`config.mk`:
```
export PLATFORM = sky130hd
export DESIGN_NAME = float_accumulator_e4m3
export DESIGN_NICKNAME = d
export VERILOG_FILES = /design/src/rtl/float_accumulator_e4m3.sv
export SDC_FILE = /design/constraint.sdc
export NUM_CORES = 1
export LEC_CHECK = 0
export ABC_AREA = 1
export CORE_ASPECT_RATIO = 1.5
export CORE_MARGIN = 5
export CORE_UTILIZATION = 55
export DETAILED_ROUTE_END_ITERATION = 12
export PLACE_DENSITY_LB_ADDON = 0.05
export SLEW_MARGIN = 20
export SYNTH_ARGS = -nofsm -noshare
export SYNTH_HDL_FRONTEND = slang
export SYNTH_SLANG_ARGS = --single-unit
```
`constraint.sdc`:
```
create_clock -name clock -period 9.9 [get_ports clock]
set_input_delay 1.98 -clock clock [delete_from_list [all_inputs] [get_ports clock]]
set_output_delay 1.98 -clock clock [all_outputs]
set_load 0.02 [all_outputs]
```
`src/rtl/float_accumulator_e4m3.sv`:
```
// E4M3 stream accumulator: exact wide fixed-point sum, one RNE rounding per packet.
// Overflow result: E4M3_ACC_SATURATE_EN defined -> +-448, undefined -> NaN (0x7F).
module float_accumulator_e4m3 #(
    parameter int GUARD_BITS = 8
) (
    input  logic                  clock,
    input  logic                  reset,
    input  logic [7:0]            in_data,
    input  logic                  in_valid,
    input  logic                  in_last,
    output logic                  in_ready,
    output logic [7:0]            out_data,
    output logic                  out_valid,
    input  logic                  out_ready,
    output logic [GUARD_BITS:0]   out_terms
);

    localparam int ACC_W = 19 + GUARD_BITS;
    localparam int PW    = $clog2(ACC_W);
    localparam int EW    = PW + 1;

    localparam logic [1:0] ST_ACCUM   = 2'd0;
    localparam logic [1:0] ST_CONVERT = 2'd1;
    localparam logic [1:0] ST_DONE    = 2'd2;

    localparam logic signed [ACC_W-1:0] ACC_MAX = {1'b0, {(ACC_W-1){1'b1}}};
    localparam logic signed [ACC_W-1:0] ACC_MIN = {1'b1, {(ACC_W-1){1'b0}}};

    logic [1:0]                state;
    logic signed [ACC_W-1:0]   acc;
    logic                      nan_q, ovf_q;
    logic [GUARD_BITS:0]       count;

    assign in_ready = (state == ST_ACCUM);

    // term decode: magnitude in units of 2^-9
    logic [3:0]                in_e;
    logic [2:0]                in_m;
    logic [17:0]               mag;
    logic signed [ACC_W-1:0]   mag_ext, term, sum;
    logic                      add_ovf, beat, term_nan;

    always_comb begin
        in_e     = in_data[6:3];
        in_m     = in_data[2:0];
        mag      = (in_e == 4'd0) ? {15'd0, in_m} : (18'({1'b1, in_m}) << (in_e - 4'd1));
        mag_ext  = {{(ACC_W-18){1'b0}}, mag};
        term     = in_data[7] ? -mag_ext : mag_ext;
        sum      = acc + term;
        add_ovf  = (acc[ACC_W-1] == term[ACC_W-1]) && (sum[ACC_W-1] != acc[ACC_W-1]);
        term_nan = (in_e == 4'd15) && (in_m == 3'd7);
        beat     = in_valid && in_ready;
    end

    // sum -> E4M3 conversion
    logic [ACC_W-1:0]  a, norm;
    logic [PW-1:0]     p;
    logic [2:0]        mant, mant_r;
    logic              carry, rnd, res_s, ovf_fmt;
    logic [EW-1:0]     exp_r;
    logic [7:0]        ovf_code, res;

    always_comb begin
        res_s = acc[ACC_W-1];
        a     = res_s ? $unsigned(-acc) : $unsigned(acc);
        p     = '0;
        for (int i = 0; i < ACC_W; i++)
            if (a[i]) p = PW'(i);
        // left-justify so mantissa/guard/sticky sit at fixed positions
        norm  = a << (PW'(ACC_W-1) - p);
        mant  = norm[ACC_W-2 -: 3];
        rnd   = norm[ACC_W-5] & ((|norm[ACC_W-6:0]) | mant[0]);
        {carry, mant_r} = {1'b0, mant} + {3'b000, rnd};
        exp_r = EW'(p) - EW'(2) + EW'(carry);
        if (p < PW'(3)) begin
            exp_r  = '0;
            mant_r = a[2:0];
        end
        ovf_fmt = (exp_r > EW'(15)) || ((exp_r == EW'(15)) && (mant_r == 3'd7));
`ifdef E4M3_ACC_SATURATE_EN
        ovf_code = {res_s, 7'h7E};
`else
        ovf_code = 8'h7F;
`endif
        if (nan_q)                 res = 8'h7F;
        else if (ovf_q || ovf_fmt) res = ovf_code;
        else if (acc == '0)        res = 8'h00;
        else                       res = {res_s, exp_r[3:0], mant_r};
    end

    always_ff @(posedge clock) begin
        if (!reset) begin
            state     <= ST_ACCUM;
            acc       <= '0;
            nan_q     <= 1'b0;
            ovf_q     <= 1'b0;
            count     <= '0;
            out_valid <= 1'b0;
            out_data  <= '0;
            out_terms <= '0;
        end else begin
            case (state)
                ST_ACCUM: if (beat) begin
                    // clamping keeps the sign of the overflowing term in acc
                    acc   <= add_ovf ? (term[ACC_W-1] ? ACC_MIN : ACC_MAX) : sum;
                    nan_q <= nan_q | term_nan;
                    ovf_q <= ovf_q | add_ovf;
                    if (count != '1) count <= count + 1'b1;
                    if (in_last) state <= ST_CONVERT;
                end
                ST_CONVERT: begin
                    out_data  <= res;
                    out_terms <= count;
                    out_valid <= 1'b1;
                    state     <= ST_DONE;
                end
                ST_DONE: if (out_ready) begin
                    out_valid <= 1'b0;
                    acc       <= '0;
                    nan_q     <= 1'b0;
                    ovf_q     <= 1'b0;
                    count     <= '0;
                    state     <= ST_ACCUM;
                end
                default: state <= ST_ACCUM;
            endcase
        end
    end

endmodule

```
---- Yosys cells after proc, flatten, opt, wreduce, memory -nomap -nowiden ----
Index checks and enable logic that the tools add are counted.
word-level totals
  flip-flop bits (word level) ............. 58
  word-level logic and storage cells ...... 107
operators by class
  shift operators ......................... 2
  order comparisons ....................... 2
  mux-type cells .......................... 53
  reduce and logical (&&, ||, !) cells .... 16
  add/sub/neg operators ................... 9
  bitwise operators ....................... 4
  equal/unequal tests ..................... 13
operator list
  kind                                                                             count
  27-bit two-way mux                                                               6
  5-bit two-way mux                                                                25
  27-bit one-hot mux with 2 select lines                                           1
  27-bit adder                                                                     1
  27-bit logical NOT                                                               1
  9-bit two-way mux                                                                3
  18-bit negation with 27-bit output                                               1
  27-bit negation                                                                  1
  27-bit by 5-bit << shifter with 26-bit output                                    1
  8-bit two-way mux                                                                3
  22-bit OR reduction                                                              1
  18-bit two-way mux                                                               1
  9-bit one-hot mux with 2 select lines                                            1
  4-bit by 4-bit << shifter with 18-bit output                                     1
  9-bit by 1-bit adder with 9-bit output, second input constant                    1
  9-bit != test, second input constant                                             1
  6-bit by 1-bit adder with 6-bit output                                           1
  3-bit == test, second input constant                                             2
  6-bit by 4-bit == test with 1-bit output, second input constant                  1
  6-bit by 4-bit greater-than comparator with 1-bit output, second input constant  1
  2-bit two-way mux                                                                3
  6-bit two-way mux                                                                1
  1-bit one-hot mux with 2 select lines                                            3
  2-bit one-hot mux with 3 select lines                                            1
  24 further kinds                                                                 37

---- Logic depth before layout (Yosys ltp) ----
  depth after elaboration ................. 42
  depth in mapped cells ................... 54
  mapped depth without buffers ............ 51

---- Least setup slack after synthesis ----
No wires, ideal clock.
  kind .................................... input-to-reg
  from .................................... input port in_data[3]
  to ...................................... register acc[24]
  required time ........................... 9.768 ns
  buffers on the path ..................... 1
  stages on the path ...................... 45
  setup time .............................. 0.132 ns
  path slack .............................. 1.857 ns
  arrival ................................. 7.911 ns
  path through ............................ inv_1 -> ha_1 -> xnor2_1 -> inv_1 -> nor2_1 -> inv_1 -> o22ai_1 -> inv_1 -> ha_1 -> inv_1 -> o21ai_0 -> inv_1 -> fa_1 -> nor2_1 -> o21ai_0 -> nand2_1 -> a21oi_1 -> o21ai_0 -> [... 9 more ...] -> nand3_1 -> nand2_1 -> a21oi_1 -> o21bai_1 -> nand3_1 -> nand2_1 -> nand3_1 -> nand2_1 -> a21oi_1 -> o21bai_1 -> fa_1 -> nand3_1 -> nand2_1 -> inv_1 -> clkbuf_1 -> nand2_1 -> nand2_1 -> a21oi_1
on the way
  cells in the longest elaborated chain, start to end .. 11
  elaborated cells between the ends (all ways) .. 14
  those cells by class .................... add/sub: 3; eq/ne: 2; shift: 1; mux: 6; reduce/logical: 2
RTL lines
  element                                       RTL line  RTL
  start, declared                               8         input logic [7:0] in_data,
  4-bit by 1-bit subtractor with 4-bit output   46        mag = (in_e == 4'd0) ? {15'd0, in_m} : (18'({1'b1, in_m}) << (in_e - 4'd1));
  4-bit by 4-bit << shifter with 18-bit output  46
  18-bit two-way mux *                          46
  18-bit negation with 27-bit output            48        term = in_data[7] ? -mag_ext : mag_ext;
  27-bit two-way mux *                          48
  27-bit adder                                  49        sum = acc + term;
  1-bit != test                                 50        add_ovf = (acc[ACC_W-1] == term[ACC_W-1]) && (sum[ACC_W-1] != acc[ACC_W-1]);
  1-bit logical AND                             50
  27-bit two-way mux *                          105       acc <= add_ovf ? (term[ACC_W-1] ? ACC_MIN : ACC_MAX) : sum;
  27-bit two-way mux *                          103       ST_ACCUM: if (beat) begin
  27-bit one-hot mux with 2 select lines *      102       case (state)
  end signal, assigned                          105
  end, declared                                 30        logic signed [ACC_W-1:0] acc;
Mark *: on every way between the ends. The rest lies on a longest branch, timed or not. The select of a mux whose other input is x is not followed.
A chain may end at the register's enable or synchronous reset.

---- Final worst setup path ----
  from .................................... input port in_data[3]
  to ...................................... register acc[13]
Same word-level chain as after synthesis.

==> flow_metrics.env <==
export IMPL_pwr_density_cell_mw_per_mm2=364
export IMPL_cts_path_max_buffers=2
export IMPL_cp_startpoint="in_data[3]"
export IMPL_viasPerCell=5.41
export IMPL_synth_cells=1091
export IMPL_worst_clock_skew_ps=9.77
export IMPL_r2r_end="out_data[5]"
export IMPL_grt_max_degree=40
export IMPL_status="finished clean"
export IMPL_drv_cap=0
export IMPL_finalWorstSetupSlack_ps=982
export IMPL_firstDrtPassIters=5
export IMPL_ioPinCount=32
export IMPL_dp_worst_setup_slack_ps=573
export IMPL_grt_pass1_vias=6504
export IMPL_yosys_warnings=0
export IMPL_post_route_period_util_pct=90.1
export IMPL_slew_headroom_pct=49.3
export IMPL_root_buffer="clkbuf_16"
export IMPL_critPathLaunchType="primary input"
export IMPL_drt_wl_total_um=17100
export IMPL_num_rows=49
export IMPL_cp_data_arrival_time_ps=9110
export IMPL_r2r_start="acc[0]"
export IMPL_hold_path_class="flip-flop to flip-flop"
export IMPL_nFillCells=1203
export IMPL_grt_pass1_wl_um=29100
export IMPL_layout_nets=1163
export IMPL_seqCellArea_mm2=0.00116
export IMPL_setup_violations=0
export IMPL_required_ps=10090
export IMPL_track_usage_pct=24.3
export IMPL_critPathMaxStageDelay_ps=590
export IMPL_ys_types=60
export IMPL_peakVddDrop_uv=190
export IMPL_ys_async_sr_fraction_pct=0
export IMPL_reg2reg_depth=41
export IMPL_synth_edf_count=0
export IMPL_port_buffers=31
export IMPL_cts_tree="built"
export IMPL_p_leak_nw=3.54
export IMPL_vias=6863
export IMPL_h_tree_depth=3
export IMPL_tightest_slew_ps=756
export IMPL_crit_fanout=13
export IMPL_period_minus_slack_ps=8920
export IMPL_core_area_mm2=0.0119
export IMPL_die_area_mm2=0.0143
export IMPL_n_antenna_cell=0
export IMPL_antenna_found_initial=0
export IMPL_clkTransAtPathRegs_ps=60
export IMPL_crit_end="acc[13]"
export IMPL_cp_end_kind="flip-flop"
export IMPL_critPathKind="primary input to flip-flop"
export IMPL_power_mw=2.67
export IMPL_reg2reg_slack_ps=3000
export IMPL_drive_above_1_share_pct=7.08
export IMPL_maxSlewViolCount=0
export IMPL_post_drt_wl_per_cell_um=13.5
export IMPL_syn_area_mm2=0.00658
export IMPL_synthFlopType="dfxtp_1"
export IMPL_grt_overflow=0
export IMPL_ant_nets=0
export IMPL_clkLatencyLatePin_ps=330
export IMPL_multi_input_area_mm2=0.00479
export IMPL_crit_slowest_cell="clkdlybuf4s50_1"
export IMPL_hold_viol_final=0
export IMPL_avgSynthCellArea_um2=6.03
export IMPL_max_freq_mhz=112
export IMPL_cts_sinks=58
export IMPL_die_width_um=99.3
export IMPL_synth_seq_cells=58
export IMPL_die_y_um=144
export IMPL_gp_congestion=0.948
export IMPL_area_growth_pct=11.8
export IMPL_synthesis_nets=1143
export IMPL_initial_core_util_pct=55.3
export IMPL_numCtsBuffers=9
export IMPL_dp_hpwl_um=13500
export IMPL_ys_seq_area_share_pct=17.6
export IMPL_drt_iter0_markers=388
export IMPL_drc=0
## Yosys cell counts, types with 12 or more instances
cell / count / share of area [%]
nand2_1: 306 / 17
dfxtp_1: 58 / 18
o21ai_0: 58 / 4.4
xor2_1: 33 / 4.4
ha_1: 37 / 7.0
xnor2_1: 18 / 2.4
clkbuf_1: 19 / 1.1
a21oi_1: 74 / 5.6
inv_1: 116 / 6.6
nor2_1: 115 / 6.6
nand3_1: 117 / 8.9
nor3_1: 12 / 0.91
## power breakdown
| part | switching, mW | leakage, nW | internal, mW |
|---|---|---|---|
| logic | 1.33 | 2.91 | 0.699 |
| registers | 0.0415 | 0.475 | 0.263 |
| clock network | 0.117 | 0.152 | 0.222 |
| total | 1.49 | 3.54 | 1.18 |
## metal layers
layer / global-route usage (%) / wire length, um / up-vias
met2: 45.4 / 9040 / 122
met4: 10.9 / 592 / 0
met1: 28.0 / 7100 / 3091
met5: 0 / 0 / -
met3: 1.60 / 379 / 38
li1: - / - / 3612
## logic make-up after synthesis
| logic type | after synthesis | share of synthesized area, % |
|---|---|---|
| AND/OR/NAND/NOR | 600 | 41.0 |
| AO/OA/AOI/OAI | 177 | 15.6 |
| buffers and inverters | 160 | 9.70 |
| flip-flops | 58 | 17.6 |
| XOR/XNOR | 57 | 8.44 |
| adder cells (fa/ha/maj) | 39 | 7.64 |
## sequential cells by signal (all words and copies together), names as in the netlist
name / count
count: 9
ovf_q: 1
state: 2
out_terms: 9
out_valid: 1
acc: 27
out_data: 8
nan_q: 1
## worst min path at each step
stage	depth (start not counted)	slack (ps)	from	endpoint
2_1_floorplan	1	430	count[7]	count[7]
3_3_place_gp	1	440	count[7]	count[7]
3_5_place_dp	1	450	count[7]	count[7]
4_1_cts	1	460	count[7]	count[7]
5_1_grt	1	480	count[7]	count[7]
6_report	1	450	count[7]	count[7]
## critical path, delay by kind of cell
family,cells,cell delay (ps)
AO/OA/AOI/OAI,15,2210
AND/OR/NAND/NOR,16,1680
buffers and inverters,11,1670
adder cells (fa/ha/maj),4,1410
XOR/XNOR,1,150
## what timing repair did
action	in CTS	in global routing
hold buffers	0	0
endpoints found under the hold margin	0	0
setup endpoints to repair	0	7
buffers inserted	0	2
resized for setup	0	5
## cell type report
class	instances	share of cell area, %
clock buffer	9	3.06
clock inverter	7	1.38
inverter	127	6.62
multi-input combinational	873	65.1
sequential	58	15.8
tap	153	2.60
timing repair buffer	40	5.31
timing repair inverter	2	0.204
## stage by stage
step | instances | hold WS, ps | instance area [um^2] | TNS, ps | utilization (%)
after global routing | 1269 | 478 | 7360 | -21.2 | 61.9
after CTS | 1265 | 455 | 7300 | 0 | 61.4
after detailed placement | 1249 | 448 | 6980 | 0 | 58.6
after global placement | 1249 | 440 | 6980 | 0 | 58.6
final | 1269 | 450 | 7360 | 0 | 61.9
after floorplan | 1091 | 427 | 6580 | 0 | -
## placed cells by master (no fill, tap or decap), types with 12 or more instances in the layout
cell type        instances
nor2_1                 115
a21oi_1                 74
xor2_1                  33
dfxtp_1                 58
inv_1                  114
nand3_1                116
ha_1                    37
clkdlybuf4s50_1         31
xnor2_1                 18
nand2_1                306
o21ai_0                 58
nor3_1                  12
Power figures use the tool's default switching activity.
